## src/rtl/ysyx_22050550_sram_arbiter.sv

```systemverilog
// Two-master round-robin arbiter in front of the SRAM slave; read and write
// channels arbitrate independently and hold the grant for a whole burst.
module ysyx_22050550_sram_arbiter #(
   parameter int ADDR_W = 64,
   parameter int DATA_W = 64
) (
   input  logic                  clock,
   input  logic                  reset,
   input  logic [1:0]            m_ar_valid,
   output logic [1:0]            m_ar_ready,
   input  logic [2*ADDR_W-1:0]   m_ar_addr,
   input  logic [15:0]           m_ar_len,
   input  logic [5:0]            m_ar_size,
   input  logic [3:0]            m_ar_burst,
   input  logic [1:0]            m_r_ready,
   output logic [1:0]            m_r_valid,
   output logic [DATA_W-1:0]     m_r_data,
   output logic                  m_r_last,
   input  logic [1:0]            m_aw_valid,
   output logic [1:0]            m_aw_ready,
   input  logic [2*ADDR_W-1:0]   m_aw_addr,
   input  logic [15:0]           m_aw_len,
   input  logic [5:0]            m_aw_size,
   input  logic [3:0]            m_aw_burst,
   input  logic [1:0]            m_w_valid,
   output logic [1:0]            m_w_ready,
   input  logic [2*DATA_W-1:0]   m_w_data,
   input  logic [15:0]           m_w_strb,
   output logic                  s_ar_valid,
   output logic [ADDR_W-1:0]     s_ar_addr,
   output logic [7:0]            s_ar_len,
   output logic [2:0]            s_ar_size,
   output logic [1:0]            s_ar_burst,
   input  logic                  s_ar_ready,
   input  logic                  s_r_valid,
   input  logic [DATA_W-1:0]     s_r_data,
   input  logic                  s_r_last,
   output logic                  s_r_ready,
   output logic                  s_aw_valid,
   output logic [ADDR_W-1:0]     s_aw_addr,
   output logic [7:0]            s_aw_len,
   output logic [2:0]            s_aw_size,
   output logic [1:0]            s_aw_burst,
   input  logic                  s_aw_ready,
   output logic                  s_w_valid,
   output logic [DATA_W-1:0]     s_w_data,
   output logic [7:0]            s_w_strb,
   input  logic                  s_w_ready
);

   typedef enum logic [1:0] {R_IDLE, R_ADDR, R_DATA} r_state_e;
   typedef enum logic [1:0] {W_IDLE, W_ADDR, W_DATA} w_state_e;

   r_state_e   r_state_q, r_state_d;
   w_state_e   w_state_q, w_state_d;
   logic       rg_q, rg_d, r_last_q, r_last_d;
   logic       wg_q, wg_d, w_last_q, w_last_d;
   logic [7:0] wcnt_q, wcnt_d;
   logic [7:0] aw_len_sel;

   always_ff @(posedge clock or negedge reset) begin
      if (!reset) begin
         r_state_q <= R_IDLE;
         w_state_q <= W_IDLE;
         rg_q      <= 1'b0;
         wg_q      <= 1'b0;
         r_last_q  <= 1'b1;
         w_last_q  <= 1'b1;
         wcnt_q    <= '0;
      end else begin
         r_state_q <= r_state_d;
         w_state_q <= w_state_d;
         rg_q      <= rg_d;
         wg_q      <= wg_d;
         r_last_q  <= r_last_d;
         w_last_q  <= w_last_d;
         wcnt_q    <= wcnt_d;
      end
   end

   // On a tie the master that did not finish the previous burst wins.
   always_comb begin
      r_state_d  = r_state_q;
      rg_d       = rg_q;
      r_last_d   = r_last_q;
      s_ar_valid = 1'b0;
      s_r_ready  = 1'b0;
      m_ar_ready = '0;
      m_r_valid  = '0;
      case (r_state_q)
         R_IDLE: begin
            if (|m_ar_valid) begin
               rg_d      = (&m_ar_valid) ? ~r_last_q : m_ar_valid[1];
               r_state_d = R_ADDR;
            end
         end
         R_ADDR: begin
            s_ar_valid       = m_ar_valid[rg_q];
            m_ar_ready[rg_q] = s_ar_ready;
            if (m_ar_valid[rg_q] && s_ar_ready) r_state_d = R_DATA;
         end
         R_DATA: begin
            m_r_valid[rg_q] = s_r_valid;
            s_r_ready       = m_r_ready[rg_q];
            if (s_r_valid && m_r_ready[rg_q] && s_r_last) begin
               r_state_d = R_IDLE;
               r_last_d  = rg_q;
            end
         end
         default: r_state_d = R_IDLE;
      endcase
   end

   assign aw_len_sel = wg_q ? m_aw_len[15:8] : m_aw_len[7:0];

   always_comb begin
      w_state_d  = w_state_q;
      wg_d       = wg_q;
      w_last_d   = w_last_q;
      wcnt_d     = wcnt_q;
      s_aw_valid = 1'b0;
      s_w_valid  = 1'b0;
      m_aw_ready = '0;
      m_w_ready  = '0;
      case (w_state_q)
         W_IDLE: begin
            if (|m_aw_valid) begin
               wg_d      = (&m_aw_valid) ? ~w_last_q : m_aw_valid[1];
               w_state_d = W_ADDR;
            end
         end
         W_ADDR: begin
            s_aw_valid       = m_aw_valid[wg_q];
            m_aw_ready[wg_q] = s_aw_ready;
            if (m_aw_valid[wg_q] && s_aw_ready) begin
               wcnt_d    = aw_len_sel;
               w_state_d = W_DATA;
            end
         end
         W_DATA: begin
            s_w_valid       = m_w_valid[wg_q];
            m_w_ready[wg_q] = s_w_ready;
            if (m_w_valid[wg_q] && s_w_ready) begin
               if (wcnt_q == 8'd0) begin
                  w_state_d = W_IDLE;
                  w_last_d  = wg_q;
               end else begin
                  wcnt_d = wcnt_q - 8'd1;
               end
            end
         end
         default: w_state_d = W_IDLE;
      endcase
   end

   // Payloads follow the current grant; forced to zero while reset is low.
   assign s_ar_addr  = !reset ? '0 : (rg_q ? m_ar_addr[2*ADDR_W-1:ADDR_W] : m_ar_addr[ADDR_W-1:0]);
   assign s_ar_len   = !reset ? '0 : (rg_q ? m_ar_len[15:8]  : m_ar_len[7:0]);
   assign s_ar_size  = !reset ? '0 : (rg_q ? m_ar_size[5:3]  : m_ar_size[2:0]);
   assign s_ar_burst = !reset ? '0 : (rg_q ? m_ar_burst[3:2] : m_ar_burst[1:0]);
   assign s_aw_addr  = !reset ? '0 : (wg_q ? m_aw_addr[2*ADDR_W-1:ADDR_W] : m_aw_addr[ADDR_W-1:0]);
   assign s_aw_len   = !reset ? '0 : aw_len_sel;
   assign s_aw_size  = !reset ? '0 : (wg_q ? m_aw_size[5:3]  : m_aw_size[2:0]);
   assign s_aw_burst = !reset ? '0 : (wg_q ? m_aw_burst[3:2] : m_aw_burst[1:0]);
   assign s_w_data   = !reset ? '0 : (wg_q ? m_w_data[2*DATA_W-1:DATA_W] : m_w_data[DATA_W-1:0]);
   assign s_w_strb   = !reset ? '0 : (wg_q ? m_w_strb[15:8] : m_w_strb[7:0]);
   assign m_r_data   = !reset ? '0 : s_r_data;
   assign m_r_last   = reset & s_r_last;

endmodule

```

## config.mk

```make
export PLATFORM = sky130hd
export DESIGN_NAME = ysyx_22050550_sram_arbiter
export DESIGN_NICKNAME = d
export VERILOG_FILES = /design/src/rtl/ysyx_22050550_sram_arbiter.sv
export SDC_FILE = /design/constraint.sdc
export NUM_CORES = 1
export LEC_CHECK = 0
export BUFFER_PORTS_ARGS = -buffer_cell sky130_fd_sc_hd__buf_2
export CELL_PAD_IN_SITES_DETAIL_PLACEMENT = 0
export CELL_PAD_IN_SITES_GLOBAL_PLACEMENT = 1
export CORE_AREA = 2 2 329 331
export DETAILED_ROUTE_END_ITERATION = 10
export DIE_AREA = 0 0 331 333
export PLACE_DENSITY = 0.44
export SLEW_MARGIN = 20
export SYNTH_ARGS = -nofsm -noshare
export SYNTH_HDL_FRONTEND = slang
export SYNTH_SLANG_ARGS = --single-unit
```

## constraint.sdc

```tcl
create_clock -name clock -period 5.1 [get_ports clock]
set_input_delay 1.02 -clock clock [delete_from_list [all_inputs] [get_ports clock]]
set_output_delay 1.02 -clock clock [all_outputs]
set_load 0.05 [all_outputs]
```

======== Yosys cells after proc, flatten, opt, wreduce, memory -nomap -nowiden ========
Index checks and enable logic that the tools add are counted.
word-level totals
  bits in read-only memories .............. 0
  bits in latches ......................... 0
  output and inout port bits .............. 303
  memories kept ........................... 0
  register bits ........................... 16
  bits in writable memories ............... 0
operators by class
  reduce and logical (&&, ||, !) cells .... 22
  bitwise logic cells ..................... 7
  divide/modulo/power cells ............... 0
  multiply operators ...................... 0
  multiplexer cells ....................... 56
  shift operators ......................... 0
  equality and inequality tests ........... 12
  $add $sub $neg .......................... 1
  order comparisons ....................... 4
operators with widths
  kind                                                  count
  two-way mux 64 bit                                    7
  two-way mux 8 bit                                     9
  two-way mux 2 bit                                     15
  two-way mux 1 bit                                     16
  inequality test 2 bit (second input constant)         8
  one-hot mux 8 bit (2 select lines)                    1
  two-way mux 3 bit                                     4
  one-hot mux 2 bit (3 select lines)                    2
  AND reduction 2 bit                                   5
  AND 2 bit                                             4
  logical NOT 8 bit                                     1
  AND reduction 4 bit                                   2
  subtractor 8 x 1 -> 8 bit (second input constant)     1
  logical AND 1 bit                                     7
  AND reduction 3 bit                                   2
  equality test 2 x 1 -> 1 bit (second input constant)  2
  equality test 2 bit (second input constant)           2
  logical NOT 2 bit                                     2
  < comparator 1 x 2 -> 1 bit (second input constant)   2
  OR reduction 2 bit                                    2
  demux 1 bit (select 1 bit)                            2
  >= comparator 1 bit (second input constant)           2
  NOT 1 bit                                             2
  nonzero test 2 bit                                    1
  AND 1 bit                                             1

======== Logic depth before layout (Yosys ltp) ========
Gate-level depths: netlist of run 1.
  depth in word-level cells ............... 6
  mapped depth ............................ 7
  depth with buffers taken out ............ 6

======== Worst setup path after synthesis of run 1 ========
OpenSTA, ideal clock, no wires.
  path kind ............................... input to output
  start point ............................. in m_ar_valid[1]
  end point ............................... out s_ar_valid
  arrival time ............................ 2269 ps
  stages on the path ...................... 2
  path slack .............................. 1811 ps
  cell sequence ........................... mux2i_1 nor3b_1
between the ends
  longest elaborated chain between the ends .. 3
ends and longest elaborated chain
  item                                                  line  RTL
  start, declared                                       9     input logic [1:0] m_ar_valid,
  two-way mux 1 bit (not written as such) (2 in a row)  98    s_ar_valid = m_ar_valid[rg_q];
  two-way mux 1 bit                                     90    case (r_state_q)
  end, declared                                         29    output logic s_ar_valid,
Every way passes these cells. The select of a mux whose other input is x is not followed.

======== Worst setup path in the final report of run 1 ========
  start point ............................. reg wg_q
  end point ............................... out s_aw_burst[0]
between the ends
  longest elaborated chain between the ends .. 2
ends and longest elaborated chain
  item                            line  RTL
  start, declared                 57    logic wg_q, wg_d, w_last_q, w_last_d;
  start signal, assigned          74    wg_q <= wg_d;
  two-way mux 2 bit (2 in a row)  164   assign s_aw_burst = !reset ? '0 : (wg_q ? m_aw_burst[3:2] : m_aw_burst[1:0]);
  end, declared                   43    output logic [1:0] s_aw_burst,
Every way passes these cells.

==> results.py, run 1 <==
metrics = {
    "clock_tree": {
        "clock-sinks": 16,
        "post_cts_buffers": 0,
        "numCtsBuffers": 3,
        "cts_max_level": 1,
        "post_cts_resized": 0,
        "cts_max_path_buffers": 2,
        "cts-root-buf": "clkbuf_16",
        "tritoncts": "yes",
        "insertion_delay_ns": 0.26,
        "hold_buffers": 0,
        "cts.reportedPaths.clkPinSlew_ns": 0.06,
    },
    "global_route": {
        "grt_usage_pct": 7.927,
        "grt_pass1_vias": 7847,
        "grt_first_pass_wirelength_microns": 61090,
        "antenna_found_initial": 11,
        "grt_overflow": 0,
        "grt_start_max_net_pins": 99,
    },
    "synthesis": {
        "postSynthCellCount": 706,
        "yosys-top-cells-area": "mux2i_1 42%, nor2b_1 26%, and2_1 7.5%",
        "ys_ff_latch": 16,
        "synth_nets": 1239,
        "async_flop_share_pct": 100.0,
        "synth.largest_area_cell": "mux2i_1",
        "yosys_warnings": 0,
        "syn_area_sq_um": 5495,
        "synth_cell_types": 46,
        "yosysSeqAreaShare_pct": 7.332,
        "syn_area_per_cell_sq_um": 7.784,
        "synth-edff-count": 0,
        "synthFlopType": "dfrtp_1",
        "post-synth-top-area-fraction_pct": 41.89,
    },
    "placement": {
        "port_buffers": 833,
        "place_inst": 2904,
        "place_ws_ns": 1.482,
        "dp.final_hpwl_microns": 43140,
        "gp_congestion": 0.8070,
        "dpl_cell_area_sq_um": 11390,
    },
    "finish": {
        "fillers": 12530,
        "final_area_sq_um": 11490,
        "final_cells": 2914,
        "area_delta_synth_final_pct": 109.2,
        "nets": 2039,
        "drive_above_1_share_pct": 57.94,
    },
    "timing": {
        "fin_crit_ns": 3.637,
        "clock-skew-final_ns": 0.005430,
        "fmax_mhz": 275.0,
        "fin_ws_ns": 1.463,
        "setup_viol": 0,
        "relSlewSlack_pct": 43.87,
        "hold_viol": 0,
        "slew_violations": 0,
        "fin_setup_tns_ns": 0,
        "rsz0062_at_grt": "false",
        "tightestPinTransition_ns": 0.8185,
        "min_period_over_period_pct": 71.31,
    },
    "drt": {
        "drt_iter0_markers": 324,
        "drc": 0,
        "ant_nets": 0,
        "wl_per_cell_microns": 16.61,
        "first_pass_iters": 5,
        "wl_microns": 48390,
        "vias": 8178,
        "avgViaCountPerCell": 2.806,
    },
    "min_path": {
        "hold_path_end": "r_state_q[0]$_DFFE_PN0P_",
        "hp-class": "reg2reg",
        "worstHoldStart": "r_state_q[1]$_DFFE_PN0P_",
        "whs_path_depth": 1,
    },
    "setup_path": {
        "r2r_start": "wg_q$_DFFE_PN0P_",
        "worst_ep_arrival_time_ns": 2.62,
        "regToRegSetupSlack_ns": 2.74,
        "r2r_cells": 4,
        "critPathRequiredTime_ns": 4.08,
        "critPathCaptureType": "output port",
        "reg2reg_to": "wcnt_q[1]$_DFFE_PN0P_",
        "start_kind": "flop",
        "crit_fanout": 25,
        "worst-setup-path-type": "reg2out",
    },
    "floorplanning": {
        "die-area_sq_um": 110200,
        "die_y_microns": 333,
        "initial_core_util_pct": 5.155,
        "die_x_microns": 331,
        "rows": 120,
        "core_area_sq_um": 106600,
        "ios": 834,
    },
    "power": {
        "total_power_mw": 4.324,
        "leakage_nw": 6.362,
        "ir_drop_mv": 0.1914,
        "p_per_area_nw_per_um2": 376.2,
    },
    "job": {
        "maxCapViolCount": 0,
    },
    "run_status": {
        "status": "completed",
    },
}
## metal layers
layer  track usage (%)  vias up  wire length (microns)
li1                  -     3995                      -
met1             9.857     3688                  20220
met2             14.45      472                  24060
met3             1.378       19                   3683
met4            0.9488        4                    398
met5                 0        -                     33
## registers in the layout, summed over array words and instances (netlist names)
register / count
r_state_q: 2
w_last_q: 1
r_last_q: 1
w_state_q: 2
rg_q: 1
wg_q: 1
wcnt_q: 8
## through the flow
step	utilization, %	hold slack (ns)
global placement	10.68	0.4928
finish	10.78	0.4928
global route	10.77	0.5296
CTS	10.77	0.4924
floorplan	-	0.4496
detailed placement	10.68	0.4839
## power by group
part	total [mW]	internal [mW]	switching (mW)
Clock	0.183	0.120	0.0631
Combinational	3.77	1.21	2.56
Sequential	0.373	0.180	0.192
## cells in the final DEF (no fill, tap or decap), drive strengths merged, types with 2 or more instances in the layout
cell type  Yosys  layout
inv           10      10
a211oi         2       2
o2111ai        2       2
nand3          4       4
nand2b         4       4
nor2b        228     228
and3           3       3
mux2           3       3
o32ai          3       3
o21ai          7       7
o21a           3       3
and2          66      66
clkbuf        33       5
nor3           2       2
a22o           3       3
ha             2       2
dfstp          2       2
a21o           2       2
nand4          2       2
diode          0       6
a21oi          5       5
nand2         13      13
buf           28     855
nor2          18      18
mux2i        230     230
dfrtp         14      14
## final cells by class
type / instances / area, sq um / area share, %
tap: 1403 / 1755 / 15.27
timing repair buffer: 856 / 4413 / 38.40
clock buffer: 4 / 88.84 / 0.7729
sequential: 16 / 410.4 / 3.571
multi-input combinational: 619 / 4773 / 41.53
antenna: 6 / 15.01 / 0.1306
inverter: 10 / 37.54 / 0.3266
## critical path, cell delays in order, from the launching register on
cell and delay (ns):
dfrtp_4 0.82, buf_4 0.46, mux2i_1 0.68, nor2b_1 0.10
buf_2 0.24
## cells in the mapped netlist (4+ instances only)
library cell	count
and2_1	66
inv_1	10
dfrtp_1	14
buf_4	10
nand2b_1	4
nand3_1	4
a21oi_1	5
o21ai_0	4
nor2b_1	228
buf_2	18
mux2i_1	230
nand2_1	13
clkbuf_1	33
nor2_1	18
## logic make-up after synthesis
| kind of cell | count (synthesis) | synth area share [%] |
|---|---|---|
| and+or+nand+nor | 344 | 38.25 |
| AOI/OAI and AO/OA | 40 | 5.511 |
| muxes | 233 | 42.51 |
| DFF | 16 | 7.332 |
| adders and majority gates | 2 | 0.4553 |
| buffers and inverters | 71 | 5.943 |
## worst max path at each step
stage	cells after the start	endpoint	startpoint	slack (ns)
finish	4	s_aw_burst[0]	wg_q$_DFFE_PN0P_	1.46
CTS	4	s_aw_burst[0]	wg_q$_DFFE_PN0P_	1.19
global route	4	s_aw_burst[0]	wg_q$_DFFE_PN0P_	1.21
floorplan	2	s_ar_valid	m_ar_valid[1]	1.81
global placement	4	s_w_data[1]	wg_q$_DFFE_PN0P_	1.34
detailed placement	4	s_aw_burst[0]	wg_q$_DFFE_PN0P_	1.48
Note: power is estimated with default switching activity, not from simulation.
==> inputs of run 2 (changes only) <==
clock period = 3.4 ns   (was 5.1 ns; I/O delays follow)
==> results.py, run 2 (synthesis results as in run 1) <==
metrics = {
    "run_status": {
        "status": "completed",
    },
    "clock_tree": {
        "tritoncts": "yes",
        "insertion_delay_ns": 0.26,
        "clock-sinks": 16,
        "cts_max_path_buffers": 2,
        "hold_buffers": 0,
        "cts_max_level": 1,
        "cts.reportedPaths.clkPinSlew_ns": 0.06,
        "cts-root-buf": "clkbuf_16",
        "post_cts_resized": 0,
        "post_cts_buffers": 0,
        "numCtsBuffers": 3,
    },
    "floorplanning": {
        "core_area_sq_um": 106600,
        "die-area_sq_um": 110200,
        "rows": 120,
        "ios": 834,
        "initial_core_util_pct": 5.155,
        "die_x_microns": 331,
        "die_y_microns": 333,
    },
    "drt": {
        "wl_microns": 52050,
        "wl_per_cell_microns": 17.66,
        "drc": 0,
        "first_pass_iters": 4,
        "ant_nets": 0,
        "vias": 8261,
        "avgViaCountPerCell": 2.802,
        "drt_iter0_markers": 278,
    },
    "timing": {
        "clock-skew-final_ns": 0.002672,
        "tightestPinTransition_ns": 0.6881,
        "setup_viol": 0,
        "slew_violations": 0,
        "fin_setup_tns_ns": 0,
        "hold_viol": 0,
        "fin_crit_ns": 3.123,
        "rsz0062_at_grt": "false",
        "fin_ws_ns": 0.2769,
        "fmax_mhz": 320.2,
        "min_period_over_period_pct": 91.86,
        "relSlewSlack_pct": 54.12,
    },
    "global_route": {
        "busiest_layer": "met2",
        "met1_usage_pct": 10.86,
        "grt_util_met2_pct": 14.90,
        "grt_first_pass_wirelength_microns": 65440,
        "grt_pass1_vias": 8006,
        "grt_overflow": 0,
        "antenna_found_initial": 22,
        "grt.met3_usage_pct": 2.040,
        "grt_start_max_net_pins": 98,
        "grt_usage_pct": 8.572,
    },
    "setup_path": {
        "cp_num_cells": 5,
        "r2r_cells": 6,
        "critPathCaptureType": "output port",
        "critPathBufInv": 3,
        "r2r_start": "wg_q$_DFFE_PN0P_",
        "start_kind": "flop",
        "max_stage_delay_ns": 0.72,
        "crit_chain": "buf_4 -> mux2i_1 -> buf_4 -> nor2b_1 -> buf_2",
        "worst_ep_arrival_time_ns": 2.44,
        "critPathTopFamily": "buffers and inverters",
        "reg2reg_to": "wcnt_q[2]$_DFFE_PN0P_",
        "crit_end": "s_w_data[9]",
        "critPathRequiredTime_ns": 2.72,
        "worst-setup-path-type": "reg2out",
        "path_common_cell": "buf_4",
        "regToRegSetupSlack_ns": 1.18,
        "crit_slowest_cell": "dfrtp_4",
        "crit_fanout": 22,
        "critPathLaunch": "wg_q$_DFFE_PN0P_",
    },
    "placement": {
        "place_ws_ns": 0.4095,
        "port_buffers": 833,
        "gp_congestion": 0.8162,
        "dp.final_hpwl_microns": 46850,
    },
    "finish": {
        "final_common_cell": "buf_2",
        "area_delta_synth_final_pct": 114.4,
        "top_regs": "wcnt_q x8, r_state_q x2, w_state_q x2",
        "layout_common_cells": "830 x buf_2, 230 x mux2i_1, 228 x nor2b_1",
        "largest_reg_flops": 8,
        "nets": 2068,
        "largest_register": "wcnt_q",
        "drive_above_1_share_pct": 58.60,
    },
    "min_path": {
        "hp-class": "reg2reg",
        "worstHoldStart": "r_state_q[1]$_DFFE_PN0P_",
    },
    "power": {
        "ir_drop_mv": 0.2032,
        "p_per_area_nw_per_um2": 561.8,
        "leakage_nw": 6.530,
    },
    "job": {
        "maxCapViolCount": 0,
    },
}
[run 2: cell types whose count changed in the layout (fill, tap and decap cells not counted), sizes merged]
cell   previous run  this run
diode             6        11
buf             855       884
[run 2: layer usage]
layer,routed length [microns],part of all wire (%)
met5,73,0.14
met4,588,1.1
met3,4317,8.3
met2,24950,48
met1,22120,43
[run 2: how the worst min path moves through the flow]
stage | slack (ns) | to | cells after the start
2_1_floorplan | 0.38 | r_state_q[0]$_DFFE_PN0P_ | 0
3_3_place_gp | 0.49 | r_state_q[0]$_DFFE_PN0P_ | 1
3_5_place_dp | 0.50 | r_state_q[0]$_DFFE_PN0P_ | 1
4_1_cts | 0.50 | r_state_q[0]$_DFFE_PN0P_ | 1
5_1_grt | 0.54 | r_state_q[0]$_DFFE_PN0P_ | 1
6_report | 0.51 | r_state_q[0]$_DFFE_PN0P_ | 1
[run 2: cell type report]
cell class	instances	area, sq um
inverter	10	37.54
fill	12551	94820
tap	1403	1755
sequential	16	410.4
timing repair buffer	885	4698
multi-input combinational	619	4766
clock buffer	4	88.84
antenna	11	27.53
[run 2: metrics by stage]
step / power [mW] / instances / area, sq um / hold slack [ns] / util [%]
2_1_floorplan: 4.493 / 706 / 5495 / 0.3844 / -
3_3_place_gp: 6.501 / 2933 / 11670 / 0.4946 / 10.94
3_5_place_dp: 6.492 / 2933 / 11670 / 0.4999 / 10.94
4_1_cts: 6.793 / 2937 / 11760 / 0.5021 / 11.03
5_1_grt: 7.039 / 2944 / 11770 / 0.5376 / 11.04
6_report: 6.620 / 2948 / 11780 / 0.5075 / 11.05
[run 2: report_power, final]
group / total (mW) / switching, mW / internal (mW)
Sequential: 0.547 / 0.276 / 0.271
Combinational: 5.80 / 3.86 / 1.93
Clock: 0.277 / 0.0974 / 0.180
Total: 6.62 / 4.24 / 2.38
